[config.mk]
export PLATFORM = sky130hd
export DESIGN_NAME = ddr3_rw_sched
export DESIGN_NICKNAME = d
export VERILOG_FILES = /design/src/rtl/ddr3_rw_sched.sv
export SDC_FILE = /design/constraint.sdc
export NUM_CORES = 1
export LEC_CHECK = 0
export BUFFER_PORTS_ARGS = -buffer_cell sky130_fd_sc_hd__buf_2
export CORE_ASPECT_RATIO = 2
export CORE_MARGIN = 3
export CORE_UTILIZATION = 40
export DETAILED_ROUTE_END_ITERATION = 10
export GPL_ROUTABILITY_DRIVEN = 0
export HOLD_SLACK_MARGIN = 0.1
export MAX_ROUTING_LAYER = met4
export PLACE_DENSITY = 0.67
export SLEW_MARGIN = 20
export SYNTH_ARGS = -nofsm -noshare
export SYNTH_HDL_FRONTEND = slang
export SYNTH_SLANG_ARGS = --single-unit
[constraint.sdc]
create_clock -name clk_100 -period 9.4 [get_ports clk_100]
set_clock_uncertainty 0.15 [all_clocks]
set_input_delay 1.41 -clock clk_100 [delete_from_list [all_inputs] [get_ports clk_100]]
set_output_delay 1.41 -clock clk_100 [all_outputs]
set_load 0.02 [all_outputs]
[src/rtl/ddr3_rw_sched.sv]
// ddr3_rw_sched: fill-level arbiter moving write-FIFO bursts into DDR3 and DDR3 bursts into the read FIFO.
// Ping-pong frame banks are swapped on synced wr_load edges, only between bursts.
module ddr3_rw_sched #(
    parameter int BURST_LEN = 64,
    parameter int ADDR_STEP = 8,
    parameter int FRAME_MAX = 192000,
    parameter int BANK_BIT  = 24,
    parameter int RD_TH     = 512
) (
    input  logic        clk_100,
    input  logic        rst_n,
    input  logic        init_calib_complete,
    input  logic        wr_load,
    input  logic        rd_load,
    input  logic        rd_enable,
    input  logic [10:0] wfifo_rcount,
    input  logic [10:0] rfifo_wcount,
    output logic        wfifo_rden,
    output logic        rfifo_wren,
    input  logic        app_rdy,
    input  logic        app_wdf_rdy,
    input  logic        app_rd_data_valid,
    output logic        app_en,
    output logic [2:0]  app_cmd,
    output logic [27:0] app_addr,
    output logic        app_wdf_wren,
    output logic        app_wdf_end
);
    localparam logic [7:0] BL = 8'(BURST_LEN);

    typedef enum logic [1:0] {IDLE, ARB, WRITE, READ} state_t;
    state_t state, state_nxt;

    logic [2:0]  wr_sync, rd_sync;
    logic        wr_pend, rd_pend, wbank, rbank, last_rd;
    logic [7:0]  cmd_cnt, dat_cnt;
    logic [27:0] wr_off, rd_off, addr_base, off_inc, off_nxt;
    logic        cmd_acc, dat_acc, wr_ok, rd_ok, grant_wr, grant_rd, burst_done;

    always_comb begin
        app_en       = (state == WRITE || state == READ) && cmd_cnt < BL;
        app_cmd      = state == READ ? 3'b001 : 3'b000;
        app_wdf_wren = state == WRITE && dat_cnt < BL;
        app_wdf_end  = app_wdf_wren;
        wfifo_rden   = app_wdf_wren && app_wdf_rdy;
        rfifo_wren   = state == READ && app_rd_data_valid;
        cmd_acc      = app_en && app_rdy;
        dat_acc      = state == WRITE ? wfifo_rden : rfifo_wren;
        addr_base    = state == READ ? rd_off : wr_off;
        off_inc      = addr_base + 28'(ADDR_STEP);
        off_nxt      = off_inc >= 28'(FRAME_MAX) ? '0 : off_inc;
        app_addr     = addr_base;
        app_addr[BANK_BIT] = state == READ ? rbank : wbank;
        wr_ok        = wfifo_rcount >= 11'(BURST_LEN);
        rd_ok        = rd_enable && rfifo_wcount < 11'(RD_TH);
        grant_wr     = wr_ok && (!rd_ok || last_rd);
        grant_rd     = rd_ok && !grant_wr;
        // exit on the edge that completes the burst so ARB costs exactly one cycle
        burst_done   = 8'(cmd_cnt + 8'(cmd_acc)) == BL && 8'(dat_cnt + 8'(dat_acc)) == BL;
        state_nxt    = state;
        if (state == IDLE && init_calib_complete)
            state_nxt = ARB;
        else if (state == ARB)
            state_nxt = grant_wr ? WRITE : grant_rd ? READ : ARB;
        else if ((state == WRITE || state == READ) && burst_done)
            state_nxt = ARB;
    end

    always_ff @(posedge clk_100) begin
        if (!rst_n) begin
            state   <= IDLE;
            wr_sync <= '0;
            rd_sync <= '0;
            wr_pend <= 1'b0;
            rd_pend <= 1'b0;
            wbank   <= 1'b0;
            rbank   <= 1'b1;
            last_rd <= 1'b1;
            cmd_cnt <= '0;
            dat_cnt <= '0;
            wr_off  <= '0;
            rd_off  <= '0;
        end else begin
            state   <= state_nxt;
            wr_sync <= {wr_sync[1:0], wr_load};
            rd_sync <= {rd_sync[1:0], rd_load};
            wr_pend <= (wr_sync[1] && !wr_sync[2]) || (wr_pend && state != ARB);
            rd_pend <= (rd_sync[1] && !rd_sync[2]) || (rd_pend && state != ARB);
            cmd_cnt <= state == ARB ? '0 : 8'(cmd_cnt + 8'(cmd_acc));
            dat_cnt <= state == ARB ? '0 : 8'(dat_cnt + 8'(dat_acc));
            if (cmd_acc && state == WRITE)
                wr_off <= off_nxt;
            if (cmd_acc && state == READ)
                rd_off <= off_nxt;
            // the read side follows the frame the writer just finished
            if (state == ARB && wr_pend) begin
                wr_off <= '0;
                wbank  <= ~wbank;
                rbank  <= wbank;
            end
            if (state == ARB && rd_pend)
                rd_off <= '0;
            if (state == ARB && (grant_wr || grant_rd))
                last_rd <= grant_rd;
        end
    end
endmodule
==> run metrics, run 1 <==
DR top layer met4; Layout Nets 588; leading area contributor after synthesis dfxtp_1; Placed Area 4477 um^2; Power Density 161.5 nW/um^2; Post-Syn Instances 515; DR vias/cell 5.402; VDD IR max 0.1231 mV; run status complete, no violations; simple-gate portion of the synthesized area 28.88%; Synth cell types 60; P_leak 0.002049 uW; average routed wire per standard cell 15.47 um; antenna-violating nets left 0; H-tree depth 3; EDFF count, synth 0; clock root cell clkbuf_16; mapped cell area 4177 um^2; cell area after layout 4756 um^2; global-route wire length before repair 17.62 mm; share of layout cells above drive strength 1 15.83%; #FFs+latches synth 85; sequential share of the synthesized area 40.74%; Synth Flop Type dfxtp_1; core area 10150 um^2; Total Neg Setup Slack 0 ns; P&R area growth vs syn 13.87%; Critical Path Sink Type flop; Post-CTS Resized 0; Crit Path Class reg -> reg; Worst-path clk slew 0.06 ns; post-layout minimum cycle time 4.981 ns; syn avg cell area 8.110 um^2; DR DRC count 0; # Max-Cap Violations 0; Inserted Clock Buffers 9; synth top area cells dfxtp_1, nand2_1, o21ai_0; FFs w/ async S/R, synth 0%; DRT Pass-1 Iters 4; clk sinks 85; total gr overflow 0; WL met2 5.657 mm; Compound-Gate Fraction of Synth Area 13.84%; routed wire length 10.69 mm; mux cell area share after synthesis 4.104%; die height 150.5 um; Fill cells 1044; r2r setup slk 4.42 ns; Starting Density 41.15%; die area 11780 um^2; Worst EP required 9.48 ns; PortBufs 49; xor-xnor portion of the synthesized cell area 6.081%; maximum root-to-sink buffer count 2; via count 3733; post-synth top area share 40.74%; Met3 Wirelength 406 um; Hold Crit Class reg -> reg; largest net degree at the start of global routing 41; worst endpoint data arrival time 5.06 ns; critical path fanouts, max 40; Hold Buf Count CTS 0; fmax 200.8 MHz; ANT cells 0; Setup Fix Bufs, Post-CTS 0; Rows 52; final setup vio count 0; RSZ-0062 raised after global routing no; adder-cell share of the synthesized area 1.498%; Worst Tran Pin Value 1.035 ns; I/O pins 67; initial antenna violation count 0; CTS tree yes; Final Hold Vio Count 0; drt initial violations 206; Hold Slack 0.2731 ns; clk_lat worst skew 0.33 ns; All-Layer GR Usage 19.59%; CP startpoint kind flop; Final Max Slew Viols 0; Final period util 52.99%; dpl hpwl 7.699 mm; M1 WL 4.212 mm; vias in the first global route 3762; Ys Warns 0; largest family of logic cells by synthesized area simple AND/OR/NAND/NOR gates; Die X 78.26 um; worst relative slew slack 30.93%
-- cell type report --
cell class                 count  area (um^2)  area share (%)
clock inverter                 1        5.005          0.1052
multi-input combinational    389         2282           47.99
timing repair buffer          52        267.8           5.630
tap                          135        168.9           3.552
sequential                    85         1702           35.78
inverter                      15        56.30           1.184
clock buffer                  14        274.0           5.762
-- layer usage --
layer	GRT usage [%]	vias up
li1	-	1836
met3	3.293	29
met2	35.91	91
met4	10.60	0
met5	-	-
met1	19.40	1777
-- Yosys cell counts (all sizes together) (2+ instances only) --
master	instances
a21oi	6
or3	3
and2	22
nor4	2
o31a	2
nor3b	3
a21boi	6
xor2	15
nor3	6
a311oi	2
dfxtp	85
nor2	31
inv	15
o211ai	2
and3	16
nand2b	3
ha	5
clkbuf	12
nor2b	4
buf	15
mux2i	10
a2111oi	2
mux2	6
nand3	20
xnor2	14
nor4b	2
nand4	21
a21o	3
o21ai	54
nand2	111
-- flip-flops by register name, summed over array words and instances (netlist names) --
register and flops:
last_rd 1, rbank 1, rd_sync 3, dat_cnt 8, wr_sync 3, wr_off 28
wbank 1, rd_off 28, cmd_cnt 8, state 2, rd_pend 1, wr_pend 1
-- worst paths after layout --
| check | end | startpoint | depth (start not counted) |
|---|---|---|---|
| worst max-delay path | wr_off[3] | state[1] | 13 |
| worst min-delay path | rd_pend | rd_sync[2] | 1 |
| worst max register to register | wr_off[3] | state[1] | 13 |
| worst min register to register | rd_pend | rd_sync[2] | 1 |
-- where the power goes --
group	switching (uW)	internal, uW	leakage [uW]
Sequential	2.04	366	0.000687
Combinational	51.4	20.1	0.00122
Clock	130	199	0.000139
-- cells in the final DEF, fill, tap and decap left out, types with 4 or more instances in the layout --
| master | netlist | layout |
|---|---|---|
| buf_2 | 6 | 49 |
| xnor2_1 | 14 | 14 |
| nand4_1 | 19 | 19 |
| o21ai_0 | 30 | 30 |
| a21boi_0 | 6 | 6 |
| and2_1 | 22 | 22 |
| dfxtp_1 | 85 | 85 |
| o21ai_1 | 19 | 19 |
| a21oi_1 | 6 | 6 |
| nor3_1 | 6 | 6 |
| ha_1 | 5 | 5 |
| inv_1 | 14 | 14 |
| mux2_2 | 5 | 5 |
| xor2_1 | 15 | 15 |
| nand2_1 | 110 | 110 |
| nor2_1 | 31 | 30 |
| mux2i_1 | 10 | 10 |
| and3_1 | 16 | 16 |
| nor2b_1 | 4 | 4 |
| clkbuf_16 | 0 | 9 |
| o21ai_2 | 5 | 5 |
| nand3_1 | 20 | 20 |
-- kinds of logic (layout without fill, tap and decap cells) --
kind of cell / after synthesis / count (layout)
AND/OR/NAND/NOR: 248 / 248
AO/OA/AOI/OAI: 89 / 89
flip-flops: 85 / 85
buffers and inverters: 42 / 82
XOR/XNOR: 29 / 29
multiplexers: 16 / 16
adder cells (fa/ha/maj): 5 / 5
other: 1 / 2
-- per-stage QoR --
step	cells	setup slack, ns	power, uW	utilization [%]
global placement	676	4.565	446.4	44.11
detailed placement	676	4.442	446.5	44.11
CTS	691	4.398	777.8	46.86
finish	691	4.419	768.0	46.86
floorplan	516	5.456	426.1	-
global route	691	3.967	799.3	46.86
-- worst max-delay path, stage by stage (launching register included) --
cell      delay (ns)
dfxtp_1         0.30
buf_4           0.30
nand2_2         0.51
inv_2           0.74
nand2_1         0.11
nand2_1         0.16
ha_1            0.33
nor4b_1         0.28
nor2_1          0.20
nor3b_1         0.38
xor2_1          0.14
a221oi_2        0.34
nand4_2         0.55
o21ai_0         0.36
(Power assumes the default switching activity.)
==> inputs of run 2 (changes only) <==
- clock period: 9.4 -> 5.2 ns (I/O delays scaled with it)
==> run metrics, run 2 (synthesis results as in run 1) <==
worst endpoint data arrival time 4.02 ns; clock root cell clkbuf_16; I/O pins 67; drt initial violations 153; final setup vio count 0; routed wire length 10.79 mm; average routed wire per standard cell 15.52 um; critical path fanouts, max 29; Power Density 315.6 nW/um^2; # Max-Cap Violations 0; CP startpoint kind flop; Finished Layout Cells 695; dpl hpwl 7.718 mm; Worst EP required 5.30 ns; dpl ws 1.304 ns; clk sinks 85; most frequent cells in the layout nand2_1, dfxtp_1, buf_2; DR vias/cell 5.429; maximum root-to-sink buffer count 2; Total Neg Setup Slack 0 ns; busiest grt layer met2; most common cell after layout, fill and taps aside nand2_1; Hold Buf Count CTS 0; DR DRC count 0; Worst Tran Pin Value 1.091 ns; core area 10150 um^2; Final WS setup 1.279 ns; H-tree depth 3; All-Layer GR Usage 20.13%; Rows 52; Inserted Clock Buffers 9; global-route wire length before repair 18.12 mm; vias in the first global route 3813; grt met3 use 3.952%; DRT Pass-1 Iters 4; Critical Path Sink Type flop; CTS tree yes; P_leak 0.002091 uW; Placed Area 4499 um^2; P&R area growth vs syn 15.91%; initial antenna violation count 0; clk_lat worst skew 0.34 ns; multi-input logic area 2282 um^2; Final Max Slew Viols 0; cell area after layout 4841 um^2; Layout Nets 591; PortBufs 49; Die X 78.26 um; post-layout minimum cycle time 3.921 ns; GR Layer Usage met2 36.60%; Fill cells 1057; Finished Core Util 47.69%; worst relative slew slack 27.17%; met1 Use GR 20.09%; ANT cells 0; die area 11780 um^2; VDD IR max 0.2661 mV; antenna-violating nets left 0; Setup Fix Bufs, Post-CTS 0; share of layout cells above drive strength 1 16.43%; biggest regs rd_off (28), wr_off (28); Starting Density 41.15%; Final Hold Vio Count 0; Post-CTS Resized 0; Hold Crit Class reg -> reg; RSZ-0062 raised after global routing no; Final period util 75.41%; die height 150.5 um; via count 3773; total gr overflow 0; total placed cells including tap cells 679; Worst-path clk slew 0.06 ns; fmax 255.0 MHz; Crit Path Class reg -> reg; Register Area 1702 um^2; largest net degree at the start of global routing 30; run status complete, no violations
-- run 2: cell count changes in the layout (fill, tap and decap cells not counted), sizes merged --
cell    previous run  this run
buf               52        55
bufinv             0         3
clkbuf            14        12
-- run 2: power by group --
part | internal [uW] | switching (uW) | total (uW) | leakage, uW
Clock | 482 | 249 | 731 | 0.000167
Sequential | 661 | 4.58 | 665 | 0.000687
Combinational | 38.2 | 93.0 | 131 | 0.00124
Total | 1180 | 347 | 1530 | 0.00209
-- run 2: layer usage --
metal  up-vias  part of all wire (%)
met3        34                   4.6
met5         -                     0
li1       1846                     -
met2       116                    53
met4         0                   3.9
met1      1777                    39
-- run 2: cell type report --
| cell class | count | area share [%] |
|---|---|---|
| well taps | 135 | 3.489 |
| clock inverters | 4 | 1.964 |
| flip-flops and latches | 85 | 35.15 |
| repair buffers | 55 | 5.996 |
| multi-input cells | 389 | 47.14 |
| inverters | 15 | 1.163 |
| clock buffers | 12 | 5.092 |
-- run 2: final timing paths --
kind / from / slack [ns] / endpoint / depth (start not counted)
hold reg to reg: rd_sync[2] / 0.27 / rd_pend / 1
setup reg to reg: state[1] / 1.28 / wr_off[3] / 11
hold / removal: rd_sync[2] / 0.27 / rd_pend / 1
setup / recovery: state[1] / 1.28 / wr_off[3] / 11
-- run 2: through the flow --
step                      hold slack, ns  total power [uW]
final                             0.2698              1528
after global routing              0.2928              1580
after CTS                         0.2776              1540
after detailed placement          0.2651             810.7
after global placement            0.2627             808.9
after floorplan                   0.2488             770.3
-- run 2: worst max-delay path, stage by stage, from the launching register on --
cell and delay [ns]:
dfxtp_1 0.29, buf_4 0.23, nand2_2 0.12, inv_2 0.10, buf_4 0.25, o21ai_1 0.25, nand3_1 0.42, a2111oi_0 0.61
o211ai_1 0.18, a221oi_2 0.31, nand4_2 0.53, o21ai_0 0.35
